--- src/rtl/depacketizer_if.sv ---
// depacketizer_if
//   Groups the router-side flit/credit channel and the node-side word
//   stream of the depacketizer into one bundle.
//   channel         : {link_ctrl, flit valid, vc, head, data}, MSB first
//   flow_ctrl       : {credit valid, credit vc}
//   data_valid_out  : output word valid
//   data_ready_in   : node accepts the word
//   data_out        : flit data of the presented word
//   src_address_out : source address of the current packet
//   head_out        : presented word is a head flit
//   tail_out        : presented word is the last flit of its packet
//   vc_out          : VC of the presented word
// Modports: slave = depacketizer, master = router/node side driving it.
interface depacketizer_if #(
  parameter int num_vcs           = 4,
  parameter int flit_data_width   = 64,
  parameter int router_addr_width = 4,
  parameter int enable_link_pm    = 1
);
  localparam int vc_idx_width    = (num_vcs > 1) ? $clog2(num_vcs) : 1;
  localparam int channel_width   = enable_link_pm + 1 + vc_idx_width + 1 + flit_data_width;
  localparam int flow_ctrl_width = 1 + vc_idx_width;

  logic [channel_width-1:0]     channel;
  logic [flow_ctrl_width-1:0]   flow_ctrl;
  logic                         data_valid_out;
  logic                         data_ready_in;
  logic [flit_data_width-1:0]   data_out;
  logic [router_addr_width-1:0] src_address_out;
  logic                         head_out;
  logic                         tail_out;
  logic [vc_idx_width-1:0]      vc_out;

  modport master (
    output channel, data_ready_in,
    input  flow_ctrl, data_valid_out, data_out, src_address_out,
           head_out, tail_out, vc_out
  );

  modport slave (
    input  channel, data_ready_in,
    output flow_ctrl, data_valid_out, data_out, src_address_out,
           head_out, tail_out, vc_out
  );
endinterface

--- src/rtl/depacketizer.sv ---
// depacketizer
//   Receive endpoint for a router LOCAL output port. Flits are buffered in
//   one FIFO per VC, each VC's packet framing is checked, and whole packets
//   are handed to the node one at a time as a valid/ready word stream. Each
//   word accepted by the node returns one credit on flow_ctrl.
// Ports:
//   clk   : rising-edge clock
//   reset : synchronous, active-low
//   bus   : depacketizer_if.slave (flit channel, credits, word stream)
//   error : sticky framing/overflow error, cleared only by reset
module depacketizer #(
  parameter int buffer_size        = 32,
  parameter int num_vcs            = 4,
  parameter int flit_data_width    = 64,
  parameter int router_addr_width  = 4,
  parameter int min_payload_length = 1,
  parameter int max_payload_length = 4,
  parameter int enable_link_pm     = 1
) (
  input  logic           clk,
  input  logic           reset,
  depacketizer_if.slave  bus,
  output logic           error
);

  localparam int VCW     = (num_vcs > 1) ? $clog2(num_vcs) : 1;
  localparam int DW      = flit_data_width;
  localparam int AW      = router_addr_width;
  localparam int DEPTH   = buffer_size / num_vcs;
  localparam int PTRW    = $clog2(DEPTH);
  localparam int PLRANGE = max_payload_length - min_payload_length + 1;
  localparam int PLW     = (PLRANGE > 1) ? $clog2(PLRANGE) : 1;
  // Wide enough for any length a code field can express, not just legal ones.
  localparam int CNTW    = $clog2(min_payload_length + (1 << PLW));

  typedef enum logic { RX_IDLE, RX_BODY }     rx_state_e;
  typedef enum logic { OUT_IDLE, OUT_LOCKED } out_state_e;

  function automatic logic [CNTW-1:0] payload_len(input logic [DW-1:0] d);
    logic [PLW-1:0] code;
    code = d[2*AW +: PLW];
    if (PLRANGE > 1) return CNTW'(min_payload_length) + CNTW'(code);
    else             return CNTW'(min_payload_length);
  endfunction

  // ---------------- channel decode ----------------
  logic           in_valid;
  logic           in_head;
  logic [VCW-1:0] in_vc;
  logic [DW-1:0]  in_data;

  assign in_data  = bus.channel[DW-1:0];
  assign in_head  = bus.channel[DW];
  assign in_vc    = bus.channel[DW+1 +: VCW];
  assign in_valid = bus.channel[DW+1+VCW];

  generate
    if (enable_link_pm > 0) begin : g_link
      // Link power management is not handled by this endpoint.
      logic unused_link_ctrl;
      assign unused_link_ctrl = ^bus.channel[DW+2+VCW +: enable_link_pm];
    end
  endgenerate

  // ---------------- state ----------------
  logic [DW:0]     mem_q     [num_vcs][DEPTH];   // {head, data}
  logic [PTRW-1:0] wr_ptr_q  [num_vcs];
  logic [PTRW-1:0] wr_ptr_d  [num_vcs];
  logic [PTRW-1:0] rd_ptr_q  [num_vcs];
  logic [PTRW-1:0] rd_ptr_d  [num_vcs];
  logic [PTRW:0]   cnt_q     [num_vcs];
  logic [PTRW:0]   cnt_d     [num_vcs];
  rx_state_e       rx_state_q[num_vcs];
  rx_state_e       rx_state_d[num_vcs];
  logic [CNTW-1:0] rx_cnt_q  [num_vcs];
  logic [CNTW-1:0] rx_cnt_d  [num_vcs];

  out_state_e      out_state_q, out_state_d;
  logic [VCW-1:0]  lock_vc_q,   lock_vc_d;
  logic [CNTW-1:0] out_cnt_q,   out_cnt_d;
  logic [VCW-1:0]  rr_ptr_q,    rr_ptr_d;
  logic [AW-1:0]   src_q,       src_d;
  logic [VCW:0]    flow_q,      flow_d;
  logic            err_q,       err_d;

  logic [num_vcs-1:0] empty, full, eligible, wr_hit, rd_hit;
  logic               wr_en, ovf, proto_err, pop;
  logic [CNTW-1:0]    in_len;

  logic               grant_found;
  logic [VCW-1:0]     grant_vc, cand, sel_vc;
  logic [DW:0]        head_entry;
  logic [CNTW-1:0]    head_len;
  logic               out_valid;

  // ---------------- receive: FIFO write and per-VC framing check ----------------
  always_comb begin
    for (int v = 0; v < num_vcs; v++) begin
      empty[v] = (cnt_q[v] == '0);
      full[v]  = (cnt_q[v] == (PTRW+1)'(DEPTH));
    end
    // A full FIFO refuses the write even if it is popped this cycle.
    wr_en  = reset && in_valid && !full[in_vc];
    ovf    = reset && in_valid &&  full[in_vc];
    in_len = payload_len(in_data);

    proto_err = 1'b0;
    for (int v = 0; v < num_vcs; v++) begin
      rx_state_d[v] = rx_state_q[v];
      rx_cnt_d[v]   = rx_cnt_q[v];
      // The checker tracks every flit on the link, dropped ones included.
      if (reset && in_valid && in_vc == VCW'(v)) begin
        if (rx_state_q[v] == RX_IDLE) begin
          if (in_head) begin
            rx_cnt_d[v]   = in_len;
            rx_state_d[v] = (in_len != '0) ? RX_BODY : RX_IDLE;
          end else begin
            proto_err = 1'b1;
          end
        end else begin
          if (in_head) begin
            // Resynchronise on the unexpected head.
            proto_err     = 1'b1;
            rx_cnt_d[v]   = in_len;
            rx_state_d[v] = (in_len != '0) ? RX_BODY : RX_IDLE;
          end else begin
            rx_cnt_d[v] = rx_cnt_q[v] - CNTW'(1);
            if (rx_cnt_q[v] == CNTW'(1)) rx_state_d[v] = RX_IDLE;
          end
        end
      end
    end
    err_d = err_q | proto_err | ovf;
  end

  // ---------------- output selection ----------------
  always_comb begin
    for (int v = 0; v < num_vcs; v++)
      eligible[v] = !empty[v] && mem_q[v][rd_ptr_q[v]][DW];

    grant_found = 1'b0;
    grant_vc    = rr_ptr_q;
    for (int i = 0; i < num_vcs; i++) begin
      cand = VCW'((int'(rr_ptr_q) + i) % num_vcs);
      if (!grant_found && eligible[cand]) begin
        grant_found = 1'b1;
        grant_vc    = cand;
      end
    end

    sel_vc     = (out_state_q == OUT_LOCKED) ? lock_vc_q : grant_vc;
    head_entry = mem_q[sel_vc][rd_ptr_q[sel_vc]];
    head_len   = payload_len(head_entry[DW-1:0]);
    out_valid  = (out_state_q == OUT_LOCKED) ? !empty[lock_vc_q] : grant_found;
    pop        = out_valid && bus.data_ready_in;
  end

  assign bus.data_valid_out  = out_valid;
  assign bus.data_out        = out_valid ? head_entry[DW-1:0] : '0;
  assign bus.head_out        = out_valid && head_entry[DW];
  assign bus.tail_out        = out_valid && ((out_state_q == OUT_LOCKED) ? (out_cnt_q == '0)
                                                                         : (head_len == '0));
  assign bus.vc_out          = out_valid ? sel_vc : '0;
  assign bus.src_address_out = !out_valid ? '0 :
                               (out_state_q == OUT_LOCKED) ? src_q : head_entry[AW +: AW];
  assign bus.flow_ctrl       = flow_q;
  assign error               = err_q;

  // ---------------- next state: pointers, arbiter, credit ----------------
  always_comb begin
    for (int v = 0; v < num_vcs; v++) begin
      wr_hit[v]   = wr_en && (in_vc == VCW'(v));
      rd_hit[v]   = pop && (sel_vc == VCW'(v));
      wr_ptr_d[v] = wr_hit[v] ? wr_ptr_q[v] + PTRW'(1) : wr_ptr_q[v];
      rd_ptr_d[v] = rd_hit[v] ? rd_ptr_q[v] + PTRW'(1) : rd_ptr_q[v];
      cnt_d[v]    = cnt_q[v] + (PTRW+1)'(wr_hit[v]) - (PTRW+1)'(rd_hit[v]);
    end

    out_state_d = out_state_q;
    lock_vc_d   = lock_vc_q;
    out_cnt_d   = out_cnt_q;
    rr_ptr_d    = rr_ptr_q;
    src_d       = src_q;
    if (pop) begin
      if (out_state_q == OUT_IDLE) begin
        rr_ptr_d  = VCW'((int'(grant_vc) + 1) % num_vcs);
        lock_vc_d = grant_vc;
        src_d     = head_entry[AW +: AW];
        if (head_len != '0) begin
          out_state_d = OUT_LOCKED;
          out_cnt_d   = head_len - CNTW'(1);
        end
      end else if (out_cnt_q == '0) begin
        out_state_d = OUT_IDLE;
      end else begin
        out_cnt_d = out_cnt_q - CNTW'(1);
      end
    end
    flow_d = pop ? {1'b1, sel_vc} : '0;
  end

  // ---------------- control registers ----------------
  always_ff @(posedge clk) begin
    if (!reset) begin
      for (int v = 0; v < num_vcs; v++) begin
        wr_ptr_q[v]   <= '0;
        rd_ptr_q[v]   <= '0;
        cnt_q[v]      <= '0;
        rx_state_q[v] <= RX_IDLE;
        rx_cnt_q[v]   <= '0;
      end
      out_state_q <= OUT_IDLE;
      lock_vc_q   <= '0;
      out_cnt_q   <= '0;
      rr_ptr_q    <= '0;
      flow_q      <= '0;
      err_q       <= 1'b0;
    end else begin
      for (int v = 0; v < num_vcs; v++) begin
        wr_ptr_q[v]   <= wr_ptr_d[v];
        rd_ptr_q[v]   <= rd_ptr_d[v];
        cnt_q[v]      <= cnt_d[v];
        rx_state_q[v] <= rx_state_d[v];
        rx_cnt_q[v]   <= rx_cnt_d[v];
      end
      out_state_q <= out_state_d;
      lock_vc_q   <= lock_vc_d;
      out_cnt_q   <= out_cnt_d;
      rr_ptr_q    <= rr_ptr_d;
      flow_q      <= flow_d;
      err_q       <= err_d;
    end
  end

  // ---------------- data registers ----------------
  always_ff @(posedge clk) begin
    if (wr_en) mem_q[in_vc][wr_ptr_q[in_vc]] <= {in_head, in_data};
    src_q <= src_d;
  end

endmodule

--- src/flat_wrapper.sv ---
// flat-port wrapper written by rule: the top's interface ports become plain ports
module depacketizer_flat 
#(
  parameter int buffer_size        = 32,
  parameter int num_vcs            = 4,
  parameter int flit_data_width    = 64,
  parameter int router_addr_width  = 4,
  parameter int min_payload_length = 1,
  parameter int max_payload_length = 4,
  parameter int enable_link_pm     = 1
)
  (clk, reset, error, bus_channel, bus_data_ready_in, bus_flow_ctrl, bus_data_valid_out, bus_data_out, bus_src_address_out, bus_head_out, bus_tail_out, bus_vc_out);
  depacketizer_if #(.num_vcs(num_vcs), .flit_data_width(flit_data_width), .router_addr_width(router_addr_width), .enable_link_pm(enable_link_pm)) bus_i ();
  input  logic clk;
  input  logic reset;
  output logic error;
  input wire logic [$bits(bus_i.channel)-1:0] bus_channel;
  input wire logic [$bits(bus_i.data_ready_in)-1:0] bus_data_ready_in;
  output wire logic [$bits(bus_i.flow_ctrl)-1:0] bus_flow_ctrl;
  output wire logic [$bits(bus_i.data_valid_out)-1:0] bus_data_valid_out;
  output wire logic [$bits(bus_i.data_out)-1:0] bus_data_out;
  output wire logic [$bits(bus_i.src_address_out)-1:0] bus_src_address_out;
  output wire logic [$bits(bus_i.head_out)-1:0] bus_head_out;
  output wire logic [$bits(bus_i.tail_out)-1:0] bus_tail_out;
  output wire logic [$bits(bus_i.vc_out)-1:0] bus_vc_out;
  assign bus_i.channel = bus_channel;
  assign bus_i.data_ready_in = bus_data_ready_in;
  assign bus_flow_ctrl = bus_i.flow_ctrl;
  assign bus_data_valid_out = bus_i.data_valid_out;
  assign bus_data_out = bus_i.data_out;
  assign bus_src_address_out = bus_i.src_address_out;
  assign bus_head_out = bus_i.head_out;
  assign bus_tail_out = bus_i.tail_out;
  assign bus_vc_out = bus_i.vc_out;
  depacketizer #(.buffer_size(buffer_size), .num_vcs(num_vcs), .flit_data_width(flit_data_width), .router_addr_width(router_addr_width), .min_payload_length(min_payload_length), .max_payload_length(max_payload_length), .enable_link_pm(enable_link_pm)) u_core (.clk(clk), .reset(reset), .bus(bus_i), .error(error));
endmodule
--- config.mk ---
export PLATFORM = sky130hd
export DESIGN_NAME = depacketizer_flat
export DESIGN_NICKNAME = d
export VERILOG_FILES = /design/src/rtl/depacketizer_if.sv /design/src/rtl/depacketizer.sv /design/src/flat_wrapper.sv
export SDC_FILE = /design/constraint.sdc
export NUM_CORES = 2
export LEC_CHECK = 0
export CORE_MARGIN = 8
export CORE_UTILIZATION = 45
export DETAILED_ROUTE_END_ITERATION = 16
export GPL_TIMING_DRIVEN = 0
export SYNTH_ARGS = -nofsm -noshare
export SYNTH_HDL_FRONTEND = slang
export SYNTH_SLANG_ARGS = --single-unit
--- constraint.sdc ---
create_clock -name clk -period 7.9 [get_ports clk]
set_input_delay 1.58 -clock clk [delete_from_list [all_inputs] [get_ports clk]]
set_output_delay 1.58 -clock clk [all_outputs]
set_load 0.03 [all_outputs]
==> flow_summary.ini <==
[outcome]
status = completed

[route]
via_per_inst = 5.778
first_iter_violations = 4552
ant_nets = 0
drc = 0
routedWlPerCell_um = 29.26
first_pass_iters = 7
routed-via-count = 44670
totalWireLength_mm = 226.2

[logic_synthesis]
ys.flop_type = edfxtp_1
synth_cells = 4545
ys_warn_count = 0
ys_ff_latch = 2152
synth_nets = 4666
avgSynthCellArea_um2 = 19.09
mappedNetlistArea_mm2 = 0.08678
ys_seq_area_frac = 0.7372
ys_types = 75
async_flop_share = 0
synth_edf_count = 2087

[die]
pin_count = 149
dieArea_mm2 = 0.2072
coreArea_mm2 = 0.1922
row_count = 161
die_w_um = 455.1
die_h_um = 455.1
start_util = 0.4516

[timing]
min_period_over_period = 0.9847
rsz0062_at_grt = yes
relSlewSlack = 0.06545
slew_violations = 0
fin_skew_ns = 0.06253
worst_slew_pin_slew_ns = 1.397
max_freq_ghz = 0.1285
fin_setup_tns_ns = 0
setup_viol = 0
period_needed_ns = 7.779
hold_violations = 0

[finish]
fin_cells = 7731
nets = 5132
drive_gt1_frac = 0.1806
area_growth_pct = 16.47
final_util = 0.5260

[grt]
grt-ovfl-total = 0
grt_pass1_wl_mm = 323.0
grt_util_all_layers = 0.2146
antenna_found_initial = 10
grt_start_max_net_pins = 38
grt_pass1_vias = 45010

[setup_path]
crit_fanout = 10
start_kind = flip-flop
critPathArrivalTime_ns = 6.20
critical_path_required_ns = 6.32
ff2ff_setup_slack_ns = 1.94
reg2reg_depth = 27
regToRegStartpoint = u_core.rd_ptr_q[0][0]$_SDFFE_PN0P_
cp-end-kind = output pin
reg2reg_to = u_core.out_cnt_q[2]$_SDFFE_PN0P_
crit_type = flip-flop to output pin

[clock_tree]
insertion_delay_ns = 0.86
cts_htree_levels = 4
clock-sinks = 2152
tritoncts = built
cts_inserted_buffers = 218
clk_pin_slew_ns = 0.06
ctsHoldBuffers = 0
cts_buffer_depth = 3
cts-root-buf = clkbuf_16

[place]
place_congestion = 0.8063
dp.cells = 7312
place.detailed.hpwl_mm = 147.3
io_buffers = 145

[job]
maxCapViolations = 0

[min_path]
min_path_type = flip-flop to flip-flop
worstHoldStart = u_core.rx_cnt_q[0][4]$_SDFFE_PN0P_
holdPathStages = 2
whs_endpoint = u_core.rx_cnt_q[0][4]$_SDFFE_PN0P_
[critical path: stages, from the launching register on]
cell and delay [ns]:
dfxtp_1 0.33, buf_2 0.23, mux2i_1 0.30, a22oi_1 0.18, and3_1 0.26, a211o_1 0.43
a21oi_2 0.24, buf_4 0.47, clkbuf_4 0.45, buf_2 0.50, mux2i_1 0.16, mux4_2 0.52
a22oi_1 0.16, and3_2 0.35, clkdlybuf4s50_1 0.72
[cells by family after synthesis]
| logic type | synth area share |
|---|---|
| compound gates | 0.03199 |
| xor+xnor | 0.002624 |
| fa+ha+maj | 0.007411 |
| buf+inv | 0.01626 |
| flops | 0.7372 |
| mux | 0.1817 |
| simple gates | 0.02285 |
[how the worst max path moves through the flow]
stage	start	endpoint	slack (ns)	depth (start not counted)
floorplan	bus_channel[66]	u_core.mem_q[0][100]$_DFFE_PP_	1.72	8
global placement	bus_channel[66]	u_core.mem_q[2][495]$_DFFE_PP_	-3.13	8
detailed placement	u_core.rd_ptr_q[3][0]$_SDFFE_PN0P_	bus_tail_out	-0.89	16
CTS	u_core.cnt_q[1][2]$_SDFF_PN0_	bus_tail_out	-0.10	19
global route	u_core.rd_ptr_q[0][0]$_SDFFE_PN0P_	bus_tail_out	-0.05	23
finish	u_core.rd_ptr_q[1][1]$_SDFFE_PN0P_	bus_data_out[60]	0.12	14
[synthesized netlist by cell type (all sizes together), types with 4 or more instances]
cell | n | area [um2]
a21o | 12 | 90.09
a2111oi | 4 | 35.03
fa | 4 | 80.08
a222oi | 15 | 150.1
mux4 | 246 | 5540
o211ai | 5 | 37.54
or2 | 7 | 43.79
buf | 189 | 957.2
and2 | 37 | 231.5
o21ai | 28 | 140.1
nand3b | 6 | 45.04
a22o | 10 | 87.58
nand3 | 13 | 70.07
mux2i | 1000 | 10010
nand4 | 4 | 25.02
a22oi | 138 | 1036
o22ai | 6 | 37.54
ha | 45 | 563.0
inv | 58 | 217.7
nor3b | 5 | 37.54
dfxtp | 65 | 1301
nor3 | 25 | 140.1
nor2b | 21 | 131.4
o221ai | 8 | 70.07
a21oi | 46 | 241.5
edfxtp | 2087 | 62670
a21boi | 8 | 60.06
mux2 | 19 | 214.0
nor2 | 87 | 331.6
xor2 | 13 | 113.9
o32ai | 5 | 43.79
a211oi | 15 | 117.6
a221oi | 18 | 157.7
xnor2 | 13 | 113.9
o2bb2ai | 6 | 52.55
o221a | 6 | 67.56
and3 | 81 | 506.7
a31oi | 5 | 31.28
nor4 | 5 | 56.31
clkbuf | 63 | 236.5
nand2 | 77 | 289.0
a221o | 13 | 130.1
[area by class of cell]
| cell class | count | area (um2) |
|---|---|---|
| clock inverter | 139 | 1355 |
| clock buffer | 265 | 5695 |
| fill | 15240 | 91100 |
| timing repair buffer | 248 | 3581 |
| buffer | 250 | 1340 |
| inverter | 58 | 217.7 |
| multi-input combinational | 2083 | 21730 |
| tap | 2526 | 3161 |
| sequential | 2152 | 63980 |
| antenna | 10 | 25.02 |
[sequential cells by signal, indices dropped and copies added, names as in the netlist]
signal and count:
u_core.wr_ptr_q 12, u_core.rd_ptr_q 12, u_core.rx_cnt_q 12, u_core.rx_state_q 4, u_core.cnt_q 16, u_core.error 1, u_core.mem_q 2080, u_core.src_q 4
u_core.out_cnt_q 3, u_core.out_state_q 1, u_core.bus.flow_ctrl 3, u_core.rr_ptr_q 2, u_core.lock_vc_q 2
[layout by cell type, fill, tap and decap left out, types with 14 or more instances in the layout]
master | netlist | layout
a22oi_1 | 138 | 137
clkbuf_16 | 0 | 221
ha_1 | 45 | 45
nand2_1 | 77 | 77
buf_2 | 180 | 130
a222oi_1 | 15 | 15
a211oi_1 | 14 | 14
buf_16 | 0 | 14
nor2_4 | 0 | 34
and3_1 | 81 | 80
mux4_2 | 246 | 246
and2_1 | 37 | 36
buf_4 | 6 | 41
clkinv_2 | 0 | 36
o21ai_0 | 27 | 27
nor3_1 | 22 | 22
clkinv_1 | 0 | 57
buf_12 | 0 | 86
a221oi_1 | 18 | 16
clkdlybuf4s50_1 | 0 | 139
bufinv_16 | 0 | 19
edfxtp_1 | 2087 | 2087
dfxtp_1 | 65 | 64
nor2b_1 | 21 | 21
a21oi_1 | 43 | 43
inv_1 | 58 | 58
nor2_1 | 85 | 51
mux2i_1 | 999 | 997
clkbuf_1 | 63 | 98
mux2_2 | 16 | 16
[routing by layer]
metal | vias up | part of all wire | GRT usage
li1 | 19400 | - | -
met1 | 23260 | 0.43 | 0.3037
met2 | 1664 | 0.47 | 0.3437
met3 | 349 | 0.069 | 0.03974
met4 | 2 | 0.028 | 0.06036
met5 | - | 0.000053 | 0
[timing repair]
item | 4_1_cts | 5_1_grt
hold endpoints to repair | 0 | 0
setup endpoints to repair | 71 | 65
pin swaps | 2 | 1
resized for setup | 63 | 30
buffers inserted | 6 | 1
[metrics by stage]
step	hold slack (ns)	setup WS [ns]	area, um2
3_5_place_dp	0.4861	-0.8856	93670
2_1_floorplan	0.4560	1.724	86780
6_report	0.4978	0.1207	101100
4_1_cts	0.4946	-0.1044	101000
5_1_grt	0.5082	-0.04676	101100
3_3_place_gp	0.4787	-3.133	91390
Power is left out: the tool's default activity adds up to more than one toggle a clock period on the data nets, which glitch-free logic cannot reach.
